File: config.mk
export PLATFORM = sky130hd
export DESIGN_NAME = hm01b0_mcu_reader_flat
export DESIGN_NICKNAME = d
export VERILOG_FILES = /design/src/rtl/hm01b0_mcu_reader_if.sv /design/src/rtl/hm01b0_mcu_reader.sv /design/src/flat_wrapper.sv
export SDC_FILE = /design/constraint.sdc
export NUM_CORES = 1
export LEC_CHECK = 0
export CAP_MARGIN = 20
export CORE_MARGIN = 5
export CORE_UTILIZATION = 30
export DETAILED_ROUTE_END_ITERATION = 8
export PLACE_DENSITY = 0.56
export SLEW_MARGIN = 25
export SYNTH_ARGS = -nofsm -noshare
export SYNTH_HDL_FRONTEND = slang
export SYNTH_SLANG_ARGS = --single-unit
File: constraint.sdc
create_clock -name clock -period 5.2 [get_ports clock]
set_input_delay 1.56 -clock clock [delete_from_list [all_inputs] [get_ports clock]]
set_output_delay 1.56 -clock clock [all_outputs]
set_load 0.02 [all_outputs]
File: src/rtl/hm01b0_mcu_reader_if.sv
// Sample stream from the MCU reader to the DCT stage: one 8-bit sample per
// valid/ready transfer, tagged with block_first / block_last.
interface hm01b0_mcu_reader_if;
  logic [7:0] pix_data;
  logic       pix_valid;
  logic       pix_ready;
  logic       block_first;
  logic       block_last;

  modport master (
    output pix_data,
    output pix_valid,
    output block_first,
    output block_last,
    input  pix_ready
  );

  modport slave (
    input  pix_data,
    input  pix_valid,
    input  block_first,
    input  block_last,
    output pix_ready
  );
endinterface

File: src/rtl/hm01b0_mcu_reader.sv
// Reads a completed 8-line strip out of the back EBR bank as 8x8 MCUs and streams them to the DCT.
// Optional macro MCU_READER_LEVEL_SHIFT_EN: emit (sample - 128) as two's complement instead of raw samples.
module hm01b0_mcu_reader #(
  parameter int NUM_EBRS     = 5,
  parameter int MCUS_PER_EBR = 8
) (
  input  logic                       clock,
  input  logic                       nreset,
  input  logic                       strip_ready,
  input  logic                       frontbuffer_select,
  output logic [2:0]                 ebr_read_select,
  output logic                       ebr_read_bank,
  output logic [8:0]                 ebr_raddr,
  output logic                       ebr_rden,
  input  logic [7:0]                 ebr_rdata,
  hm01b0_mcu_reader_if.master        pix,
  output logic                       strip_done,
  output logic                       busy,
  output logic                       overrun
);

  localparam logic [2:0] LAST_EBR = 3'(NUM_EBRS - 1);
  localparam logic [2:0] LAST_MCU = 3'(MCUS_PER_EBR - 1);

  typedef enum logic [1:0] {
    IDLE,
    FETCH,
    DRAIN
  } state_t;

  state_t     state_q, state_d;
  logic [2:0] e_q, e_d;
  logic [2:0] m_q, m_d;
  logic [2:0] r_q, r_d;
  logic [2:0] x_q, x_d;
  logic       bank_q, bank_d;
  logic       busy_q, busy_d;
  logic       done_q, done_d;
  logic       overrun_q, overrun_d;
  logic       inflight_q, inflight_d;
  logic       infl_first_q, infl_first_d;
  logic       infl_last_q, infl_last_d;
  logic [9:0] fifo_q [2];
  logic [9:0] fifo_d [2];
  logic       wr_ptr_q, wr_ptr_d;
  logic       rd_ptr_q, rd_ptr_d;
  logic [1:0] count_q, count_d;

  logic       rden;
  logic       pop;
  logic       push;
  logic       last_read;
  logic [2:0] occupancy;
  logic [9:0] head;
  logic [7:0] sample_out;

  always_comb begin
    state_d      = state_q;
    e_d          = e_q;
    m_d          = m_q;
    r_d          = r_q;
    x_d          = x_q;
    bank_d       = bank_q;
    busy_d       = busy_q;
    done_d       = 1'b0;
    overrun_d    = overrun_q;
    fifo_d[0]    = fifo_q[0];
    fifo_d[1]    = fifo_q[1];
    wr_ptr_d     = wr_ptr_q;
    rd_ptr_d     = rd_ptr_q;
    rden         = 1'b0;

    pop       = (count_q != 2'd0) && pix.pix_ready;
    push      = inflight_q;
    count_d   = count_q - {1'b0, pop} + {1'b0, push};
    // A read reserves a FIFO slot now; the slot freed by this cycle's pop is already usable.
    occupancy = {1'b0, count_q} - {2'b00, pop} + {2'b00, inflight_q};
    last_read = (e_q == LAST_EBR) && (m_q == LAST_MCU) && (r_q == 3'd7) && (x_q == 3'd7);

    unique case (state_q)
      IDLE: begin
        if (strip_ready) begin
          if (done_q) begin
            overrun_d = 1'b1;
          end else begin
            bank_d  = ~frontbuffer_select;
            e_d     = 3'd0;
            m_d     = 3'd0;
            r_d     = 3'd0;
            x_d     = 3'd0;
            busy_d  = 1'b1;
            state_d = FETCH;
          end
        end
      end
      FETCH: begin
        if (strip_ready) overrun_d = 1'b1;
        if (occupancy < 3'd2) begin
          rden = 1'b1;
          x_d  = x_q + 3'd1;
          if (x_q == 3'd7) begin
            r_d = r_q + 3'd1;
            if (r_q == 3'd7) begin
              m_d = (m_q == LAST_MCU) ? 3'd0 : m_q + 3'd1;
              if (m_q == LAST_MCU && !last_read) e_d = e_q + 3'd1;
            end
          end
          if (last_read) state_d = DRAIN;
        end
      end
      DRAIN: begin
        if (strip_ready) overrun_d = 1'b1;
        // Nothing is issued here, so an empty FIFO next cycle also means nothing in flight.
        if (count_d == 2'd0) begin
          state_d = IDLE;
          busy_d  = 1'b0;
          done_d  = 1'b1;
        end
      end
      default: state_d = IDLE;
    endcase

    inflight_d   = rden;
    infl_first_d = rden && (r_q == 3'd0) && (x_q == 3'd0);
    infl_last_d  = rden && (r_q == 3'd7) && (x_q == 3'd7);

    if (push) begin
      fifo_d[wr_ptr_q] = {infl_first_q, infl_last_q, ebr_rdata};
      wr_ptr_d         = ~wr_ptr_q;
    end
    if (pop) rd_ptr_d = ~rd_ptr_q;
  end

  always_ff @(posedge clock or negedge nreset) begin
    if (!nreset) begin
      state_q      <= IDLE;
      e_q          <= 3'd0;
      m_q          <= 3'd0;
      r_q          <= 3'd0;
      x_q          <= 3'd0;
      bank_q       <= 1'b0;
      busy_q       <= 1'b0;
      done_q       <= 1'b0;
      overrun_q    <= 1'b0;
      inflight_q   <= 1'b0;
      infl_first_q <= 1'b0;
      infl_last_q  <= 1'b0;
      fifo_q[0]    <= 10'd0;
      fifo_q[1]    <= 10'd0;
      wr_ptr_q     <= 1'b0;
      rd_ptr_q     <= 1'b0;
      count_q      <= 2'd0;
    end else begin
      state_q      <= state_d;
      e_q          <= e_d;
      m_q          <= m_d;
      r_q          <= r_d;
      x_q          <= x_d;
      bank_q       <= bank_d;
      busy_q       <= busy_d;
      done_q       <= done_d;
      overrun_q    <= overrun_d;
      inflight_q   <= inflight_d;
      infl_first_q <= infl_first_d;
      infl_last_q  <= infl_last_d;
      fifo_q[0]    <= fifo_d[0];
      fifo_q[1]    <= fifo_d[1];
      wr_ptr_q     <= wr_ptr_d;
      rd_ptr_q     <= rd_ptr_d;
      count_q      <= count_d;
    end
  end

  assign head = fifo_q[rd_ptr_q];

`ifdef MCU_READER_LEVEL_SHIFT_EN
  assign sample_out = head[7:0] ^ 8'h80;
`else
  assign sample_out = head[7:0];
`endif

  assign ebr_read_select = e_q;
  assign ebr_read_bank   = bank_q;
  assign ebr_raddr       = {r_q, m_q, x_q};
  assign ebr_rden        = rden;

  assign pix.pix_valid   = (count_q != 2'd0);
  assign pix.pix_data    = (count_q != 2'd0) ? sample_out : 8'h00;
  assign pix.block_first = (count_q != 2'd0) && head[9];
  assign pix.block_last  = (count_q != 2'd0) && head[8];

  assign strip_done = done_q;
  assign busy       = busy_q;
  assign overrun    = overrun_q;

endmodule

File: src/flat_wrapper.sv
// flat-port wrapper written by rule: the top's interface ports become plain ports
module hm01b0_mcu_reader_flat 
#(
  parameter int NUM_EBRS     = 5,
  parameter int MCUS_PER_EBR = 8
)
  (clock, nreset, strip_ready, frontbuffer_select, ebr_read_select, ebr_read_bank, ebr_raddr, ebr_rden, ebr_rdata, strip_done, busy, overrun, pix_pix_data, pix_pix_valid, pix_block_first, pix_block_last, pix_pix_ready);
  hm01b0_mcu_reader_if pix_i ();
  input  logic clock;
  input  logic nreset;
  input  logic strip_ready;
  input  logic frontbuffer_select;
  output logic [2:0] ebr_read_select;
  output logic ebr_read_bank;
  output logic [8:0] ebr_raddr;
  output logic ebr_rden;
  input  logic [7:0] ebr_rdata;
  output logic strip_done;
  output logic busy;
  output logic overrun;
  output wire logic [$bits(pix_i.pix_data)-1:0] pix_pix_data;
  output wire logic [$bits(pix_i.pix_valid)-1:0] pix_pix_valid;
  output wire logic [$bits(pix_i.block_first)-1:0] pix_block_first;
  output wire logic [$bits(pix_i.block_last)-1:0] pix_block_last;
  input wire logic [$bits(pix_i.pix_ready)-1:0] pix_pix_ready;
  assign pix_pix_data = pix_i.pix_data;
  assign pix_pix_valid = pix_i.pix_valid;
  assign pix_block_first = pix_i.block_first;
  assign pix_block_last = pix_i.block_last;
  assign pix_i.pix_ready = pix_pix_ready;
  hm01b0_mcu_reader #(.NUM_EBRS(NUM_EBRS), .MCUS_PER_EBR(MCUS_PER_EBR)) u_core (.clock(clock), .nreset(nreset), .strip_ready(strip_ready), .frontbuffer_select(frontbuffer_select), .ebr_read_select(ebr_read_select), .ebr_read_bank(ebr_read_bank), .ebr_raddr(ebr_raddr), .ebr_rden(ebr_rden), .ebr_rdata(ebr_rdata), .pix(pix_i), .strip_done(strip_done), .busy(busy), .overrun(overrun));
endmodule
Word level (Yosys, flattened, before mapping)
Index checks and enable logic that the tools add are counted.
Widths: inputs -> output; s select.
- add/sub/neg operators: 8
- magnitude comparators: 4
- eq/ne operators: 16
- multiplexer cells: 42
- bitwise operators: 6
- reductions and logical operators: 30
- operator list (cell ; count):
    $mux 10 ; 4
    $mux 3 ; 13
    $pmux 3 s2 ; 4
    $bwmux 20 ; 1
    $ne 2x1->1 const B ; 8
    $add 3x1->3 const B ; 4
    $eq 3x3->1 const B ; 4
    $logic_and 1x1->1 ; 12
    $reduce_and 4->1 ; 3
    $demux 10 s1 ; 1
    $mux 1 ; 10
    $mux 2 ; 5
    $reduce_and 5->1 ; 2
    $mux 8 ; 1
    $reduce_bool 2->1 ; 4
    $reduce_and 7->1 ; 1
    $logic_not 3->1 ; 2
    $pmux 2 s3 ; 1
    $reduce_and 6->1 ; 1
    $ge 2x2->1 const B ; 2
    $logic_not 2->1 ; 2
    $ne 2x2->1 const B ; 2
    $not 1->1 ; 4
    $not 1->2 ; 2
    12 further kinds ; 13
- register bits after elaboration: 45
- input bits: 13
- output and inout port bits: 28
- logic and storage cells: 123

Depth between registers and ports, before layout
- depth in word-level cells: 11
- mapped depth: 10
- depth with buffers taken out: 10

Least setup slack after synthesis
No wires, ideal clock.
- path type: input-to-output
- from: in pix_pix_ready
- to: out ebr_rden
- data arrival time: 3252 ps
- slack: 388 ps
- stages on the path: 8
- buffers on the path: 0
- cells stage by stage: nor2b_1 -> ha_1 -> inv_1 -> ha_1 -> fa_1 -> nor2b_1 -> nand2_1 -> inv_1
- word-level cells in the longest chain between the ends: 6
- ends and longest elaborated chain (element ; RTL line ; text):
    start, declared ; flat_wrapper.sv:25 ; input wire logic [$bits(pix_i.pix_ready)-1:0] pix_pix_ready;
    $logic_and 1x1->1 ; hm01b0_mcu_reader.sv:73 ; pop = (count_q != 2'd0) && pix.pix_ready;
    $sub 2x1->3 ; hm01b0_mcu_reader.sv:77 ; occupancy = {1'b0, count_q} - {2'b00, pop} + {2'b00, inflight_q};
    $add 3x1->3 ; hm01b0_mcu_reader.sv:77 ;
    $lt 3x2->1 ; hm01b0_mcu_reader.sv:98 ; if (occupancy < 3'd2) begin
    $mux 1 ; hm01b0_mcu_reader.sv:98 ;
    $mux 1 ; hm01b0_mcu_reader.sv:80 ; unique case (state_q)
    end, declared ; flat_wrapper.sv:16 ; output logic ebr_rden;
No other way between the ends.

Worst setup path after layout
- from: in pix_pix_ready
- to: out ebr_rden
- word-level cells in the longest chain between the ends: 6
- ends and longest elaborated chain (element ; RTL line ; text):
    $logic_and 1x1->1 ; hm01b0_mcu_reader.sv:73 ;
    via u_core.pop ; hm01b0_mcu_reader.sv:50 ; logic pop;
    $sub 2x1->3 ; hm01b0_mcu_reader.sv:77 ;
    $add 3x1->3 ; hm01b0_mcu_reader.sv:77 ;
    $lt 3x2->1 ; hm01b0_mcu_reader.sv:98 ;
    $mux 1 ; hm01b0_mcu_reader.sv:98 ;
    $mux 1 ; hm01b0_mcu_reader.sv:80 ;
The timed path passes the listed nets, and every way through them passes these cells.

==> metrics.txt <==
# TYPE chip_impl_metric gauge
chip_impl_metric{name="met3RoutedLength",unit="um"} 231
chip_impl_metric{name="synth.avg_cell_area",unit="sq um"} 11.5
chip_impl_metric{name="layout.nets",unit=""} 279
chip_impl_metric{name="grt_pass1_wl",unit="um"} 8430
chip_impl_metric{name="route.layer.met1.wl",unit="um"} 2180
chip_impl_metric{name="post_synthesis_cell_area",unit="sq um"} 2270
chip_impl_metric{name="core_area",unit="sq um"} 7330
chip_impl_metric{name="buffer_ports.inserted",unit=""} 40
chip_impl_info{name="netlist_top_cells_count",value="45 x sky130_fd_sc_hd__dfrtp_1, 22 x sky130_fd_sc_hd__mux2_2, 16 x sky130_fd_sc_hd__inv_1, 16 x sky130_fd_sc_hd__nor2_1, 15 x sky130_fd_sc_hd__ha_1"} 1
chip_impl_metric{name="final_hold_viol_count",unit=""} 0
chip_impl_metric{name="tns",unit="ps"} 0
chip_impl_metric{name="yosysTopAreaCellShare",unit="%"} 49.6
chip_impl_metric{name="worst_voltage_drop_across_the_vdd_grid",unit="mV"} 0.189
chip_impl_metric{name="wire_per_inst",unit="um"} 13.6
chip_impl_metric{name="clock_sink_count",unit=""} 45
chip_impl_metric{name="cellInternalPower",unit="mW"} 1.04
chip_impl_metric{name="crit_path_max_incr_delay",unit="ps"} 550
chip_impl_metric{name="power_density",unit="nW/um^2"} 583
chip_impl_info{name="library_cell_with_the_highest_instance_count_after_synthesis",value="sky130_fd_sc_hd__dfrtp_1"} 1
chip_impl_metric{name="global_route.usage.total",unit="%"} 10.8
chip_impl_metric{name="reg2reg_depth",unit=""} 14
chip_impl_metric{name="max-slew-margin-rel",unit="%"} 58.6
chip_impl_metric{name="power_frac_clock",unit="%"} 12.0
chip_impl_info{name="unrepaired_setup_endpoints_after_global_routing",value="no"} 1
chip_impl_info{name="run_status",value="finished, final reports clean"} 1
chip_impl_metric{name="dieArea",unit="sq um"} 9410
chip_impl_metric{name="cp_max_fo",unit=""} 2
chip_impl_metric{name="total_global_routing_overflow",unit=""} 0
chip_impl_info{name="critical_path_capture_point_type",value="primary output"} 1
chip_impl_metric{name="met2RoutedLength",unit="um"} 2320
chip_impl_metric{name="h_tree_lvl_count",unit=""} 2
chip_impl_info{name="worstSetupPathType",value="in2out"} 1
chip_impl_metric{name="post-dp-hpwl",unit="um"} 3410
chip_impl_info{name="cts_tree",value="yes"} 1
chip_impl_info{name="routed.top_layer",value="met4"} 1
chip_impl_metric{name="drv_cap",unit=""} 0
chip_impl_metric{name="dr.first_iter.drc_count",unit=""} 47
chip_impl_metric{name="worst_setup_hold_path_clk_slew",unit="ps"} 80
chip_impl_metric{name="viasPerCell",unit=""} 4.58
chip_impl_metric{name="min_period",unit="ps"} 5050
chip_impl_metric{name="synth-seq-area-share",unit="%"} 49.6
chip_impl_metric{name="critPathRequiredTime",unit="ps"} 3640
chip_impl_info{name="hold_path.class",value="reg2reg"} 1
chip_impl_metric{name="drc",unit=""} 0
chip_impl_metric{name="grt_antenna_before_repair",unit=""} 0
chip_impl_metric{name="p_seq_share",unit="%"} 32.6
chip_impl_metric{name="detail_route.first_pass.iterations",unit=""} 4
chip_impl_metric{name="power.switching",unit="uW"} 664
chip_impl_metric{name="syn_inst",unit=""} 197
chip_impl_metric{name="antenna-diode-count",unit=""} 0
chip_impl_metric{name="min_path_cells",unit=""} 1
chip_impl_metric{name="comb_power_share",unit="%"} 55.4
chip_impl_metric{name="netSwitchingFraction",unit="%"} 38.9
chip_impl_metric{name="grt_max_degree",unit=""} 46
chip_impl_info{name="cts_root_buf",value="sky130_fd_sc_hd__clkbuf_8"} 1
chip_impl_metric{name="num_io_pins",unit=""} 41
chip_impl_metric{name="final_period_util",unit="%"} 97.1
chip_impl_metric{name="drive_above_1_share",unit="%"} 19.9
chip_impl_metric{name="worst-slew-pin-transition",unit="ps"} 621
chip_impl_metric{name="initial_core_util",unit="%"} 31.0
chip_impl_metric{name="ctsHoldBuffers",unit=""} 0
chip_impl_info{name="path_cells",value="clkdlybuf4s50_1 > nor2b_2 > ha_1 > inv_1 > ha_1 > fa_2 > nor2b_2 > nand2_1 > inv_2 > buf_4"} 1
chip_impl_info{name="synth_flop_cell",value="sky130_fd_sc_hd__dfrtp_1"} 1
chip_impl_metric{name="worst_ep_arrival_time",unit="ps"} 3490
chip_impl_metric{name="number_of_flops_mapped_to_enable_cells_by_yosys",unit=""} 0
chip_impl_metric{name="fp.dieH",unit="um"} 97.0
chip_impl_metric{name="synth.yosys.warnings",unit=""} 0
chip_impl_info{name="startpoint_class_of_the_critical_path",value="primary input"} 1
chip_impl_metric{name="numCtsBuffers",unit=""} 5
chip_impl_metric{name="fin_util",unit="%"} 39.9
chip_impl_info{name="synthTopCellsByArea",value="sky130_fd_sc_hd__dfrtp_1 50%, sky130_fd_sc_hd__mux2_2 11%, sky130_fd_sc_hd__ha_1 8.3%"} 1
chip_impl_metric{name="die_w",unit="um"} 97.0
chip_impl_metric{name="via_count_of_the_first_global_routing_pass",unit=""} 1752
chip_impl_metric{name="fmax",unit="GHz"} 0.198
chip_impl_metric{name="fin_skew",unit="ps"} 8.20
chip_impl_metric{name="postRouteAntennaNets",unit=""} 0
chip_impl_metric{name="slew_viol_final",unit=""} 0
chip_impl_metric{name="rows",unit=""} 31
chip_impl_metric{name="totalWireLength",unit="um"} 4760
chip_impl_info{name="yosys.area.top_type",value="sky130_fd_sc_hd__dfrtp_1"} 1
chip_impl_metric{name="synth.lib_cells_used.distinct",unit=""} 40
chip_impl_metric{name="setup_viol",unit=""} 0
chip_impl_metric{name="gpl.final_weighted_congestion",unit=""} 0.771
chip_impl_metric{name="syn-num-nets",unit=""} 226
chip_impl_metric{name="synth_seq_cells",unit=""} 45
chip_impl_metric{name="via_count",unit=""} 1602
chip_impl_info{name="cpMaxStageDelayCell",value="sky130_fd_sc_hd__fa_2"} 1
chip_impl_metric{name="nFillCells",unit=""} 724
chip_impl_metric{name="leakage",unit="nW"} 1.34
chip_impl_metric{name="worst_skew_pair.late_latency",unit="ps"} 290
chip_impl_metric{name="ys_async_sr_fraction",unit="%"} 100
chip_impl_metric{name="max-clock-path-buffers",unit=""} 2
chip_impl_metric{name="areaGrowthSynthToFinish",unit="%"} 28.8
state kept, by name, indices dropped and copies added (netlist names), 2 cells and up:
register / cells
u_core.count_q: 2
u_core.ebr_read_select: 3
u_core.fifo_q: 20
u_core.m_q: 3
u_core.r_q: 3
u_core.state_q: 2
u_core.x_q: 3
what timing repair did:
action                                  in CTS  in global routing
resized for setup                            4                  5
endpoints found under the setup margin       1                  1
buffers inserted                             1                  1
pin swaps                                    0                  1
power by group through the flow:
stage | registers, mW | logic [mW] | clock network [mW]
2_1_floorplan | 0.555 | 0.533 | 0
4_1_cts | 0.559 | 0.924 | 0.218
3_3_place_gp | 0.561 | 0.905 | 0
6_report | 0.557 | 0.945 | 0.204
3_5_place_dp | 0.566 | 0.918 | 0
5_1_grt | 0.575 | 1.05 | 0.234
layout by cell type (no fill, tap or decap), drive strengths merged, types with 2 or more instances in the layout:
master / instances
a21oi: 6
a22o: 2
a31o: 3
a31oi: 3
a41o: 2
buf: 11
clkbuf: 8
clkdlybuf4s50: 38
dfrtp: 45
ha: 15
inv: 16
mux2: 22
mux2i: 11
nand2: 13
nand2b: 2
nand3: 4
nor2: 17
nor2b: 3
o21ai: 9
o311ai: 2
xor2: 3
through the flow:
stage / hold WS, ps / power (mW) / instance area, sq um / setup WS (ps) / std cells
after floorplan: 463 / 1.09 / 2270 / 388 / 197
after global placement: 438 / 1.47 / 2820 / -357 / 340
after detailed placement: 455 / 1.48 / 2830 / -396 / 340
after CTS: 474 / 1.70 / 2910 / 52.8 / 349
after global routing: 496 / 1.86 / 2930 / 6.17 / 350
final: 461 / 1.71 / 2930 / 152 / 350
worst paths after layout:
kind                       slack [ps]                         to               from
hold / removal                    460             u_core.overrun     u_core.overrun
hold reg to reg                   460             u_core.overrun     u_core.overrun
setup / recovery                  150                   ebr_rden      pix_pix_ready
min in group asynchronous        1270         u_core.infl_last_q             nreset
setup reg to reg                 2010  u_core.ebr_read_select[2]  u_core.count_q[1]
max in group asynchronous        3550          u_core.fifo_q[19]             nreset
logic make-up (layout without fill, tap and decap cells):
logic type	after synthesis	in the layout	share of synthesized area, %
buffers and inverters	19	73	3.53
adder cells (fa/ha/maj)	16	16	9.15
AO/OA/AOI/OAI	34	34	10.4
flip-flops	45	45	49.6
XOR/XNOR	4	4	1.54
multiplexers	33	33	15.8
AND/OR/NAND/NOR	46	46	10.0
final cells by class:
cell class	count	area, sq um	area share [%]
Multi-Input combinational cell	133	1070	36.7
Tap cell	99	124	4.23
Timing Repair Buffer	49	463	15.8
Sequential cell	45	1130	38.5
Clock buffer	8	80.1	2.74
Inverter	16	60.1	2.05
worst max-delay path: cells and delay by family:
| kind | cells | cell delay, ps |
|---|---|---|
| adder cells (fa/ha/maj) | 3 | 1010 |
| buffers and inverters | 4 | 620 |
| AND/OR/NAND/NOR | 3 | 300 |
layer usage:
layer,up-vias,track usage (%)
met5,-,0
met4,0,3.89
met3,4,2.88
met2,32,17.7
met1,768,13.6
li1,798,-
Power figures use the tool's default switching activity.
==> variant 1, RTL diff (config.mk and constraints unchanged) <==
Put one more register stage on the output `overrun`, cleared by the reset. The value now appears one clock later. The other outputs are not delayed to match.
--- a/src/rtl/hm01b0_mcu_reader.sv
+++ b/src/rtl/hm01b0_mcu_reader.sv
@@ -191,7 +191,13 @@
 
   assign strip_done = done_q;
   assign busy       = busy_q;
-  assign overrun    = overrun_q;
+  always_ff @(posedge clock or negedge nreset) begin
+    if (!nreset) begin
+      overrun <= '0;
+    end else begin
+      overrun <= overrun_q;
+    end
+  end
 
 endmodule
 
Function: changed (a bounded check fails within 4 cycles, from zero or initial values and one cycle with nreset low).
==> variant 1 against the original RTL <==
Area after synthesis grew 3.7%; sequential share of layout area shrank 0.93 points; sequential cell count grew 1; sequential power grew 2%; critical endpoint unchanged; non-clock buffer count grew 1; largest cell class unchanged; final area grew 4.7%; worst setup slack gained 200 ps; routed wire length grew 1.5%; highest routed layer unchanged; total power grew 3.5%.
==> variant 1: results (changes against the original RTL) <==
- Outcome: completed
- Sequential fraction of the synthesis area: 0.489 (-0.00729)
- Post-synthesis mux area share: 0.152 (-0.00569)
- Nets@finish: 290 (+3.9%)
- Iter 0 DRT Violations: 37 (-21%)
- Setup Skew: 4.78 ps (-3.42 ps)
- Ranking of synthesized cells by area: dfrtp_1 (49%), mux2_2 (11%), ha_1 (8.0%)
- Synth top cells by count: dfrtp_1 (46), mux2_2 (22), nand2_1 (18)
- Hold path depth: 0 (-1)
- Routed WL per cell: 13.3 um (-2.4%)
- Reg2Reg Setup Slack: 2160 ps (+150 ps)
- Dpl hpwl: 3.51 mm (+2.8%)
- Via count: 1,683 (+5.1%)
- Distinct cells, synth: 47 (+18%)
- Gr usage total: 0.104 (-0.00377)
- Post-synthesis compound-gate area fraction: 0.0866 (-0.0176)
- Syn_area_per_cell: 11.2 sq um (-2.7%)
- Slowest stage delay, CP: 370 ps (-180 ps)
- Vias per cell: 4.62 (+1.0%)
- Worst path slowest cell: fa_2
- HP Start: u_core.overrun_q$_DFFE_PN0P_
- Reg2reg end: u_core.state_q[0]$_DFFE_PN0P_
- Resize count post-CTS: 6 (+2)
- Max_slew headroom: 0.593 (+0.00697)
- Max VDD drop: 0.437 mV (+130%)
- RePlAce Congestion: 0.773 (+0.34%)
- Adder-Cell Fraction of Synth Area: 0.0882 (-0.00330)
- Worst reg-to-reg path cell count: 12 (-2)
- Pint: 1090 uW (+4.7%)
- Fill cells: 778 (+7.5%)
- Post-synthesis xor/xnor area fraction: 0.0212 (+0.00582)
- Largest net degree at the start of global routing: 30 (-35%)
- Placed cell count: 355 (+4.4%)
- First-pass GRT wire length: 8.31 mm (-1.4%)
## variant 1: through the flow
stage	area, sq um	setup slack [ps]
after CTS	3050	22.4
after floorplan	2360	180
after detailed placement	2930	-519
after global placement	2910	-514
after global routing	3060	243
final	3060	356
## variant 1: final cells by class
type / instances / area [sq um] / area share
repair buffers: 50 / 487 / 0.159
well taps: 102 / 128 / 0.0416
multi-input cells: 142 / 1130 / 0.368
flip-flops and latches: 46 / 1150 / 0.376
inverters: 16 / 60.1 / 0.0196
clock inverters: 2 / 37.5 / 0.0122
clock buffers: 6 / 72.6 / 0.0237
## variant 1: worst reg2reg max path, stage by stage, from the launching register on
cell	delay [ps]
dfrtp_1	460
nor2_1	110
buf_4	200
nor2b_2	60
ha_1	280
inv_1	60
ha_1	150
fa_2	450
buf_4	190
nand4b_1	260
nor3_1	430
o21ai_1	130
mux2i_1	140
## variant 1: how the worst max path moves through the flow
stage | startpoint | to
2_1_floorplan | pix_pix_ready | ebr_rden
3_3_place_gp | pix_pix_ready | ebr_rden
3_5_place_dp | pix_pix_ready | ebr_rden
4_1_cts | pix_pix_ready | ebr_rden
5_1_grt | pix_pix_ready | ebr_rden
6_report | pix_pix_ready | ebr_rden
## variant 1: power by group through the flow
stage | combinational (uW) | sequential [uW] | clock, uW
2_1_floorplan | 549 | 560 | 0
3_3_place_gp | 903 | 574 | 0
3_5_place_dp | 910 | 577 | 0
4_1_cts | 916 | 569 | 278
5_1_grt | 1020 | 584 | 293
6_report | 932 | 568 | 266
## variant 1: routing by layer
metal	track usage	vias to the layer above	wire length (um)
met3	0.0290	7	299
met4	0.0294	0	63
met1	0.148	798	2400
met2	0.155	48	2060
li1	-	830	-
met5	0	-	0
==> variant 2, RTL diff (config.mk and constraints unchanged) <==
Without the edit above. The option `MCU_READER_LEVEL_SHIFT_EN` is turned on by a define.
--- a/src/rtl/hm01b0_mcu_reader.sv
+++ b/src/rtl/hm01b0_mcu_reader.sv
@@ -1,5 +1,7 @@
 // Reads a completed 8-line strip out of the back EBR bank as 8x8 MCUs and streams them to the DCT.
 // Optional macro MCU_READER_LEVEL_SHIFT_EN: emit (sample - 128) as two's complement instead of raw samples.
+`define MCU_READER_LEVEL_SHIFT_EN
+
 module hm01b0_mcu_reader #(
   parameter int NUM_EBRS     = 5,
   parameter int MCUS_PER_EBR = 8
Function: changed (Yosys sat finds a counterexample within 4 cycles, from zero or initial values and one cycle with nreset low).
==> variant 2 against the original RTL <==
Routed wire length fell by 3.2%; total power increased by 3.1%; final area grew 0.43%; area after synthesis rose by 0.61%; die area grew 0.54%; first-iteration DRC count decreased by 2.1%; worst setup slack got worse by 59 ps; sequential cell count unchanged; critical path type unchanged.
==> variant 2: results (changes against the original RTL) <==
- Switching portion of total power: 0.409 (+0.0196)
- Final WL: 4.61 mm (-3.2%)
- Net count after synthesis: 222 (-1.8%)
- P_leak: 0.00132 uW (-1.2%)
- CTS buffer count: 5 (unchanged)
- R2r startpoint: u_core.count_q[1]$_DFF_PN0_
- Largest net degree at the start of global routing: 46 (unchanged)
- Outcome: completed
- Sequential fraction of the synthesis area: 0.493 (-0.00299)
- Setup Skew: 7.48 ps (-0.728 ps)
- Ant. Diodes: 0 (unchanged)
- F_max: 196 MHz (-1.1%)
- Worst path slowest cell: or3_4
- Layout cells sized above 1: 0.210 (+0.0107)
- Ranking of synthesized cells by area: dfrtp_1 (49%), mux2_2 (11%), ha_1 (8.2%)
- Slew @ Worst Pin: 631 ps (+9.71 ps)
- Max reg flops: 20 (unchanged)
- Synth Warn #: 0 (unchanged)
- Dpl hpwl: 3.28 mm (-4.0%)
- Nets@finish: 271 (-2.9%)
- Clk slew on worst S/H paths: about 90 ps
- Ys async rst share: 1.00 (unchanged)
- Pre-CTS WS: -652 ps (-257 ps)
- Crit path DAT: 3550 ps (+60 ps)
- Hold WC Path Type: reg2reg
- Hold path depth: 1 (unchanged)
- Register name with the most flops: u_core.fifo_q
- Reg2Reg Setup Slack: 2500 ps (+490 ps)
- Syn_area_per_cell: 11.8 sq um (+2.7%)
- Placed cell count: 334 (-1.8%)
- Iter 0 DRT Violations: 46 (-2.1%)
- Vias in the first global route: 1,599 (-8.7%)
- Routed WL per cell: 13.5 um (-0.93%)
- Gr usage total: 0.101 (-0.00727)
- Setup crit end: ebr_rden
- First-pass GRT wire length: 7.80 mm (-7.4%)
- Worst skew pair latency: approximately 300 ps
- Worst Path Max Fanout: 2 (unchanged)
- Vias per cell: 4.65 (+1.5%)
- Reg2reg end: u_core.state_q[0]$_DFFE_PN0P_
- CTS root buffer: clkbuf_8
- Distinct cells, synth: 43 (+7.5%)
- Max VDD drop: 0.255 mV (+35%)
- Rows: 31 (unchanged)
- Synth top cells by count: dfrtp_1 (45), mux2_2 (23), ha_1 (15), inv_1 (15), nor2_1 (12)
- Clock Path Buffers: 2 (unchanged)
- Worst reg-to-reg path cell count: 11 (-3)
- Slowest stage delay, CP: 390 ps (-160 ps)
- Initial antenna violation count: 0 (unchanged)
- RePlAce Congestion: 0.692 (-10%)
-- variant 2: cell types whose count changed after synthesis, moves of 2 or more --
cell,unedited run,this run
a21oi_1,5,7
a31o_2,3,0
o21ai_0,9,5
o311ai_1,0,2
a31oi_1,3,0
o21a_1,0,2
nand3_1,4,7
a21o_1,1,3
a41o_1,2,0
nand2b_1,2,0
o311ai_0,2,0
a22o_1,2,4
mux2i_1,11,9
nor2_1,16,12
-- variant 2: final cells by class --
cell class	count	area, sq um
tap	99	124
clock buffer	5	68.8
inverter	15	58.8
sequential	45	1130
fill	701	4390
multi-input combinational	129	1090
timing repair buffer	46	443
clock inverter	3	25.0
-- variant 2: metal layers --
| layer | track usage | vias up | wire length (um) |
|---|---|---|---|
| li1 | - | 787 | - |
| met1 | 0.139 | 762 | 2290 |
| met2 | 0.151 | 35 | 2020 |
| met3 | 0.0345 | 5 | 246 |
| met4 | 0.0256 | 0 | 46 |
| met5 | 0 | - | 0 |
-- variant 2: power groups by stage --
stage	clock (uW)	combinational (uW)	sequential (uW)
floorplan	0	596	577
global placement	0	945	577
detailed placement	0	951	580
CTS	235	973	574
global route	252	1060	593
finish	225	961	572
-- variant 2: cells by family after synthesis --
logic type,count (synthesis),share of synthesized area
XOR/XNOR,3,0.0148
buffers and inverters,19,0.0334
multiplexers,33,0.159
AO/OA/AOI/OAI,34,0.113
AND/OR/NAND/NOR,43,0.0958
flip-flops,45,0.493
adder cells (fa/ha/maj),16,0.0909
-- variant 2: stage by stage --
step | area [sq um] | hold WS [ps]
finish | 2940 | 463
global route | 2940 | 486
CTS | 2940 | 474
detailed placement | 2830 | 452
global placement | 2830 | 446
floorplan | 2280 | 463
-- variant 2: what timing repair did --
item	4_1_cts	5_1_grt
buffers inserted	0	0
hold buffers	0	0
endpoints found under the setup margin	1	0
gates resized for setup	12	0
